### src/rtl/pio_pkg.sv
// Constants and helpers shared by the PIO FIFO and the state-machine wrapper.
package pio_pkg;

  localparam int FIFO_DEPTH_JOINED = 8;
  localparam int FIFO_DEPTH_SPLIT  = 4;
  localparam int LEVEL_W           = 4;

  // Pointer increment that wraps at the currently usable depth.
  function automatic int unsigned wrap_inc(input int unsigned ptr, input int unsigned depth);
    return (ptr + 1 >= depth) ? 0 : ptr + 1;
  endfunction

endpackage

### src/rtl/pio_fifo_mem.sv
// FIFO storage array: synchronous write, asynchronous (zero-latency) read.
module pio_fifo_mem #(
  parameter int WIDTH = 32,
  parameter int DEPTH = 8,
  parameter int AW    = $clog2(DEPTH)
) (
  input  logic             clk,
  input  logic             we,
  input  logic [AW-1:0]    waddr,
  input  logic [WIDTH-1:0] wdata,
  input  logic [AW-1:0]    raddr,
  output logic [WIDTH-1:0] rdata
);

  logic [WIDTH-1:0] mem_q [DEPTH];

  always_ff @(posedge clk) begin
    if (we) mem_q[waddr] <= wdata;
  end

  assign rdata = mem_q[raddr];

endmodule

### src/rtl/pio_fifo.sv
// PIO FIFO: first-word-fall-through queue whose usable depth is halved unless
// join_en is set; keeps pointers, level and sticky error flags around pio_fifo_mem.
module pio_fifo
  import pio_pkg::*;
#(
  parameter int WIDTH     = 32,
  parameter int MAX_DEPTH = FIFO_DEPTH_JOINED
) (
  input  logic               clk,
  input  logic               reset,
  input  logic               clear,
  input  logic               join_en,
  input  logic               push,
  input  logic [WIDTH-1:0]   din,
  input  logic               pull,
  input  logic               pull_en,
  output logic [WIDTH-1:0]   dout,
  output logic               empty,
  output logic               full,
  output logic [LEVEL_W-1:0] level,
  output logic               overflow,
  output logic               underflow,
  input  logic               flag_clr
);

  localparam int PTR_W = $clog2(MAX_DEPTH);

  logic [PTR_W-1:0]   wr_ptr_q, wr_ptr_d;
  logic [PTR_W-1:0]   rd_ptr_q, rd_ptr_d;
  logic [LEVEL_W-1:0] level_q, level_d;
  logic               join_q, join_d;
  logic               overflow_q, overflow_d;
  logic               underflow_q, underflow_d;
  logic [LEVEL_W-1:0] depth;
  logic               wr, rd, flush;
  logic [WIDTH-1:0]   rd_data;

  // Status depends only on registered state, never on this cycle's push/pull.
  assign depth     = join_q ? LEVEL_W'(MAX_DEPTH) : LEVEL_W'(MAX_DEPTH / 2);
  assign empty     = (level_q == '0);
  assign full      = (level_q == depth);
  assign level     = level_q;
  assign overflow  = overflow_q;
  assign underflow = underflow_q;
  assign dout      = empty ? '0 : rd_data;

  always_comb begin
    rd          = pull & pull_en & ~empty;
    wr          = push & (~full | rd);
    flush       = clear | (join_en != join_q);
    wr_ptr_d    = wr_ptr_q;
    rd_ptr_d    = rd_ptr_q;
    level_d     = level_q;
    join_d      = join_en;
    overflow_d  = overflow_q;
    underflow_d = underflow_q;

    // A change of join_en flushes because the pointers wrap at the old depth.
    if (flush) begin
      wr_ptr_d = '0;
      rd_ptr_d = '0;
      level_d  = '0;
    end else begin
      if (wr) wr_ptr_d = PTR_W'(wrap_inc(32'(wr_ptr_q), 32'(depth)));
      if (rd) rd_ptr_d = PTR_W'(wrap_inc(32'(rd_ptr_q), 32'(depth)));
      if (wr && !rd)      level_d = level_q + LEVEL_W'(1);
      else if (rd && !wr) level_d = level_q - LEVEL_W'(1);
    end

    if (flag_clr) begin
      overflow_d  = 1'b0;
      underflow_d = 1'b0;
    end else begin
      if (push & ~wr)             overflow_d  = 1'b1;
      if (pull & pull_en & empty) underflow_d = 1'b1;
    end
  end

  always_ff @(posedge clk) begin
    if (reset) begin
      wr_ptr_q    <= '0;
      rd_ptr_q    <= '0;
      level_q     <= '0;
      join_q      <= join_d;
      overflow_q  <= 1'b0;
      underflow_q <= 1'b0;
    end else begin
      wr_ptr_q    <= wr_ptr_d;
      rd_ptr_q    <= rd_ptr_d;
      level_q     <= level_d;
      join_q      <= join_d;
      overflow_q  <= overflow_d;
      underflow_q <= underflow_d;
    end
  end

  pio_fifo_mem #(
    .WIDTH(WIDTH),
    .DEPTH(MAX_DEPTH),
    .AW   (PTR_W)
  ) u_mem (
    .clk  (clk),
    .we   (wr & ~flush & ~reset),
    .waddr(wr_ptr_q),
    .wdata(din),
    .raddr(rd_ptr_q),
    .rdata(rd_data)
  );

endmodule

### config.mk
export PLATFORM = sky130hd
export DESIGN_NAME = pio_fifo
export DESIGN_NICKNAME = d
export VERILOG_FILES = /design/src/rtl/pio_pkg.sv /design/src/rtl/pio_fifo_mem.sv /design/src/rtl/pio_fifo.sv
export SDC_FILE = /design/constraint.sdc
export NUM_CORES = 1
export LEC_CHECK = 0
export CORE_AREA = 2 2 199 142
export CTS_CLUSTER_SIZE = 12
export DETAILED_ROUTE_END_ITERATION = 6
export DIE_AREA = 0 0 201 144
export GPL_TIMING_DRIVEN = 0
export SETUP_SLACK_MARGIN = 0.2
export SLEW_MARGIN = 20
export SYNTH_ARGS = -nofsm -noshare
export SYNTH_HDL_FRONTEND = slang
export SYNTH_SLANG_ARGS = --single-unit
### constraint.sdc
create_clock -name clk -period 7.92 [get_ports clk]
set_input_delay 1.188 -clock clk [delete_from_list [all_inputs] [get_ports clk]]
set_output_delay 1.188 -clock clk [all_outputs]
set_load 0.005 [all_outputs]
==> out/metrics.sh, run 1 <==
OUTCOME='finished, final reports clean'
INTERNAL-POWER_W=0.00230
RR_ENDPOINT='level[3]'
CLOCK_SINK_COUNT=272
VIA_PER_INST=5.16
POSTSYNTHCELLCOUNT=514
SYN-MEAN-INSTANCE-AREA_UM2=20.8
TIMING.CRITICAL_PATH.REQUIRED_NS=6.73
FIN_SKEW_NS=0.0123
SYNTH_XOR_XNOR_AREA_SHARE=0.00409
WORSTSETUPSTARTPOINTTYPE='flop'
IR_WORST_VDD_mV=0.168
CLOCK_LATENCY_NS=0.52
MAXIMUM_NUMBER_OF_PINS_ON_ONE_NET_BEFORE_GLOBAL_ROUTE_REPAIR=18
MAX-SLEW-MARGIN-REL=0.507
CRITICAL_PATH.MAX_FANOUT=10
SYNTHFLOPTYPE='sky130_fd_sc_hd__edfxtp_1'
CTS_MAX_LEVEL=1
GRTUSAGETOTAL=0.155
CRITICALPATHCATEGORY='flop to output pin'
SETUP-TNS-FINAL_NS=0
POST_SYNTH_AND_OR_NAND_NOR_AREA_FRACTION=0.0375
CTS-BUFFERS-INSERTED=27
FF2FF_PATH_DEPTH=10
POST-SYNTH-TOP-AREA-FRACTION=0.718
SYNTH-EDFF-COUNT=256
ANTENNA_FOUND_INITIAL=0
VIA_COUNT=5253
CP_ARRIVAL_NS=2.92
CHIPWIDTH_UM=201
SYNTH-SEQ-AREA-SHARE=0.748
CLOCK_TREE_FROM_TRITONCTS='built'
GRT-OVFL-TOTAL=0
SYNTH_WARNINGS=0
INITIAL_CORE_UTIL=0.393
DR.FIRST_ITER.DRC_COUNT=375
POWER.SEQUENTIAL.FRACTION=0.555
CRITICAL_PATH.ENDPOINT_TYPE='output pin'
YS_TOP_CELLS_BY_AREA='sky130_fd_sc_hd__edfxtp_1 (72%), sky130_fd_sc_hd__mux4_2 (13%), sky130_fd_sc_hd__mux2i_1 (3.4%)'
POST_SYNTH_NUM_CELL_TYPES=42
GLOBAL_ROUTE_WIRE_LENGTH_BEFORE_REPAIR_UM=33400
R2R_START='level[0]'
DP_HPWL_UM=14200
ROUTED_WIRELENGTH_UM=22200
GP_CONGESTION=0.700
PWR-SHARE-COMB=0.041
SYN-NUM-NETS=564
SYNTHMUXAREASHARE=0.168
FP-ROW-COUNT=51
SYNTH_COMPOUND_AREA_FRAC=0.0139
POWER_DENSITY_mW_PER_MM2=217
HOLD_PATH.CLASS='flop to flop'
SYNTH.LARGEST_AREA_CELL='sky130_fd_sc_hd__edfxtp_1'
PLEAK_nW=4.02
MIN_PERIOD_NS=4.11
LAYOUT_COMMONEST_CELL='sky130_fd_sc_hd__edfxtp_1'
SWSHARE=0.193
CTS_ROOT_BUF='sky130_fd_sc_hd__clkbuf_16'
TOTALPOWERFINAL_W=0.00285
FMAXACHIEVABLE_MHz=243
AREA_GROWTH_PCT=22.4
TIGHTEST_SLEW_NS=0.737
ANTENNA_CELLS_INSERTED=0
CTS_REPAIR_RESIZE_COUNT=0
PORTBUFFERS=79
BOUNDARYPINS=80
CLOCK_TREE.BUFFER_DEPTH=3
SETUP_VIOL=0
CORE_AREA_MM2=0.0272
HOLD_BUFFERS=0
FINISH.NET_COUNT=684
WORST-R2R-SETUP-SLACK_NS=5.13
FINAL_DESIGN_AREA_NO_FILL_MM2=0.0131
PATH_CLK_SLEW_NS=0.06
POSTSYNTH.ASYNCRESETSHARE=0
NETLIST_AREA_MM2=0.0107
FINAL.PERIOD_UTILIZATION=0.519
DRT.ANTENNA.VIOLATING_NETS=0
VIA_COUNT_OF_THE_FIRST_GLOBAL_ROUTING_PASS=5578
DIE-AREA_MM2=0.0289
RSZ_0062_RAISED_AFTER_GLOBAL_ROUTING='no'
REPORT.FINAL.HOLD_VIOL_COUNT=0
WORST_HOLD_PATH.ENDPOINT='rd_ptr_q[1]'
FINALMAXSLEWVIOLATIONS=0
SYNTH_TOP_FAMILY_BY_AREA='multiplexers'
POST_SYNTH_FA_HA_MAJ_AREA_FRACTION=0.0124
SYNTH.FF_LATCH_COUNT=272
DIE_HEIGHT_UM=144
TOTAL_SWITCHING_POWER_W=0.000550
CTS.REPAIR_TIMING.SETUP_BUFFER_COUNT=0
PLACEDINSTANCEAREA_MM2=0.0123
LAYOUT_COMMON_CELLS='sky130_fd_sc_hd__edfxtp_1 (256), sky130_fd_sc_hd__clkdlybuf4s50_1 (79), sky130_fd_sc_hd__mux4_2 (64)'
REMAINING_DRC_ERRORS=0
CLOCK_POWER_SHARE=0.404
CAP_VIOL_MAX_COUNT=0
DRT_FIRST_PASS_ITERS=5
MIN_DELAY_PATH_DEPTH=2
WORST_HOLD_STARTPOINT='rd_ptr_q[1]'
LAYOUT_CELL_SHARE_WITH_DRIVE_STRENGTH_BEYOND_1=0.221
POST_DRT_WL_PER_CELL_UM=21.8
==> critical path, cell delays in order (launching register included) <==
cell	delay, ns
sky130_fd_sc_hd__dfxtp_1	0.41
sky130_fd_sc_hd__nor4_4	0.66
sky130_fd_sc_hd__clkbuf_1	0.60
sky130_fd_sc_hd__nor2_1	0.21
sky130_fd_sc_hd__clkdlybuf4s50_1	0.51
==> sequential cells by signal, summed over array words and instances, names as in the netlist, named ones only <==
name,cells
wr_ptr_q,3
underflow,1
level,4
join_q,1
u_mem.mem_q,256
overflow,1
rd_ptr_q,3
==> cells by family after synthesis <==
| group | count (synthesis) |
|---|---|
| buffers and inverters | 28 |
| muxes | 100 |
| DFF | 272 |
| AOI/OAI and AO/OA | 18 |
| xor gates and xnor gates | 5 |
| adders and majority gates | 10 |
| and+or+nand+nor | 81 |
==> final cells by class <==
cell class                 instances  area [µm²]
timing repair buffer              91        1110
buffer                            23         155
clock inverter                     4        42.5
fill                            2248       14100
multi-input combinational        214        2590
tap                              371         464
clock buffer                      38         727
sequential                       272        8010
inverter                           5        18.8
==> per-stage QoR <==
step	setup slack [ns]	std cells	utilization	hold WS, ns
CTS	3.70	1018	0.481	0.522
global route	3.66	1018	0.481	0.541
global placement	2.00	964	0.439	0.482
finish	3.81	1018	0.481	0.523
floorplan	4.18	514	-	0.454
detailed placement	3.92	976	0.453	0.515
==> synth_stat cells, types with 2 or more instances <==
| master | instances |
|---|---|
| sky130_fd_sc_hd__buf_6 | 7 |
| sky130_fd_sc_hd__nor2_1 | 48 |
| sky130_fd_sc_hd__ha_1 | 9 |
| sky130_fd_sc_hd__o21ai_1 | 2 |
| sky130_fd_sc_hd__and3_1 | 2 |
| sky130_fd_sc_hd__nand2_1 | 6 |
| sky130_fd_sc_hd__a31oi_1 | 3 |
| sky130_fd_sc_hd__nor3_1 | 3 |
| sky130_fd_sc_hd__edfxtp_1 | 256 |
| sky130_fd_sc_hd__xor2_1 | 2 |
| sky130_fd_sc_hd__nand2b_1 | 3 |
| sky130_fd_sc_hd__dfxtp_1 | 16 |
| sky130_fd_sc_hd__mux4_2 | 64 |
| sky130_fd_sc_hd__nand3_1 | 6 |
| sky130_fd_sc_hd__inv_2 | 2 |
| sky130_fd_sc_hd__nand4_1 | 2 |
| sky130_fd_sc_hd__mux2i_1 | 36 |
| sky130_fd_sc_hd__a211oi_1 | 2 |
| sky130_fd_sc_hd__nand3b_1 | 3 |
| sky130_fd_sc_hd__inv_1 | 3 |
| sky130_fd_sc_hd__buf_2 | 9 |
| sky130_fd_sc_hd__clkbuf_1 | 5 |
| sky130_fd_sc_hd__xnor2_1 | 3 |
| sky130_fd_sc_hd__a21oi_1 | 4 |
==> per-layer routing <==
layer  up-vias  wire length, µm  part of all wire  GRT usage
li1       2337                -                 -          -
met1      2773             9970              0.45      0.208
met2       122            10800              0.49      0.270
met3        21             1190             0.054     0.0318
met4         0              242             0.011     0.0242
met5         -                0                 0          0
==> power groups by stage <==
stage / registers (W) / logic, W / clock network (W)
5_1_grt: 0.00158 / 0.000127 / 0.00123
4_1_cts: 0.00158 / 0.000118 / 0.00118
6_report: 0.00158 / 0.000116 / 0.00115
2_1_floorplan: 0.00161 / 0.0000407 / 0
3_5_place_dp: 0.00161 / 0.000117 / 0
3_3_place_gp: 0.00161 / 0.000110 / 0
==> worst max-delay path by stage <==
stage / endpoint / slack, ns / cells past startpoint / startpoint
after floorplan: u_mem.mem_q[1][0] / 4.18 / 5 / join_en
after global placement: u_mem.mem_q[7][17] / 2.00 / 6 / join_en
after detailed placement: u_mem.mem_q[2][20] / 3.92 / 6 / join_en
after CTS: dout[13] / 3.70 / 4 / level[0]
after global routing: dout[13] / 3.66 / 4 / level[0]
final: dout[13] / 3.81 / 4 / level[0]
No activity file was read; power rests on OpenSTA's default activity.
==> run 2: changes to the inputs <==
- clock period: 7.92 -> 4.1 ns (I/O delays scaled with it)
==> results of run 2 <==
Same layout as run 1 (identical final DEF). Status: finished, final reports clean.
Main changes from that run: setup slack after placement 3.92 ns -> 0.677 ns; setup slack after layout 3.81 ns -> 0.566 ns; register-to-register setup slack 5.13 ns -> 1.31 ns; total power 0.00285 W -> 0.00550 W; worst IR drop on VDD 0.168 mV -> 0.324 mV
==> RTL edit, RTL diff (flow settings as in run 2) <==
`WIDTH` is set to 32 in 2 places; all go to 16.
--- a/src/rtl/pio_fifo_mem.sv
+++ b/src/rtl/pio_fifo_mem.sv
@@ -1,6 +1,6 @@
 // FIFO storage array: synchronous write, asynchronous (zero-latency) read.
 module pio_fifo_mem #(
-  parameter int WIDTH = 32,
+  parameter int WIDTH = 16,
   parameter int DEPTH = 8,
   parameter int AW    = $clog2(DEPTH)
 ) (
--- a/src/rtl/pio_fifo.sv
+++ b/src/rtl/pio_fifo.sv
@@ -3,7 +3,7 @@
 module pio_fifo
   import pio_pkg::*;
 #(
-  parameter int WIDTH     = 32,
+  parameter int WIDTH     = 16,
   parameter int MAX_DEPTH = FIFO_DEPTH_JOINED
 ) (
   input  logic               clk,
Ports: changed (resized din and dout); port bits go from 80 to 48. The function was not compared with the original's and may differ.
==> RTL edit against run 2 <==
Sequential cell count shrank 128; clock skew down 0.0032 ns; total power is 41% lower; setup slack gained 0.17 ns; area after synthesis is 46% lower; wire length is 44% lower; combinational power fell by 39%; clock power is 33% lower; design area fell by 43%; first-iteration DRC count shrank 60%.
==> RTL edit: results (changes against run 2) <==
result of the run complete, no violations (unchanged); iteration count of the initial detailed-routing pass 7 (was 5); Post-Route Skew 0.00909 ns (was 0.0123 ns); sequential cell area share 55.9% (was 61.1%); clock network share of area 7.69% (was 5.87%); worst IR drop on VDD 0.000307 V (was 0.000324 V); Clock group 1.48 mW (was 2.22 mW); number of global-route vias before repair 3312 (was 5578); detailed-route vias per instance 3.93 (was 5.16); synthesis-stage register bit count 144 (was 272); fraction of the mapped netlist area in compound gates 2.36% (was 1.39%); net count reported at finish 420 (was 684); routing usage on met1 10.6% (was 20.8%); measured slew at the worst slew-check pin 0.850 ns (was 0.737 ns); arrival time reported for the critical path endpoint 2.75 ns (was 2.92 ns); slowest cell on the critical path clkbuf_1 (was nor4_4); fillcell total 2708 (was 2248); # H-tree levels 4 (was 1); post-route cell area 0.00745 mm2 (was 0.0131 mm2); worst setup timing slack at the placement stage 0.880 ns (was 0.677 ns); share of post-route cells with drive strength above 1 24.8% (was 22.1%); leakage dissipation 2.34 nW (was 4.02 nW); number of instances in the placed design 738 (was 976); proportion of total power due to net switching 21.7% (was 19.3%); 1st-iter DRT viols 151 (was 375); antenna violations before repair 2 (was 0); final weighted congestion in routability-driven placement 0.774 (was 0.700)
==> RTL edit: cell types whose count changed after synthesis, moves of 3 or more <==
cell | before | now
buf_2 | 9 | 5
buf_6 | 7 | 1
edfxtp_1 | 256 | 128
mux2i_1 | 36 | 19
mux4_2 | 64 | 32
nand3_1 | 6 | 2
nand3b_1 | 3 | 0
nor2_1 | 48 | 26
nor4_1 | 0 | 3
==> RTL edit: worst paths after layout <==
path         slack, ns  cells past startpoint                  endpoint                      from
max reg2reg       1.14                      9     level[3]$_SDFFE_PP0P_     level[0]$_SDFFE_PP0P_
max               0.74                      5                   dout[5]                  register
min               0.55                      1  rd_ptr_q[1]$_SDFFE_PP0N_  rd_ptr_q[1]$_SDFFE_PP0N_
min reg2reg       0.55                      1  rd_ptr_q[1]$_SDFFE_PP0N_  rd_ptr_q[1]$_SDFFE_PP0N_
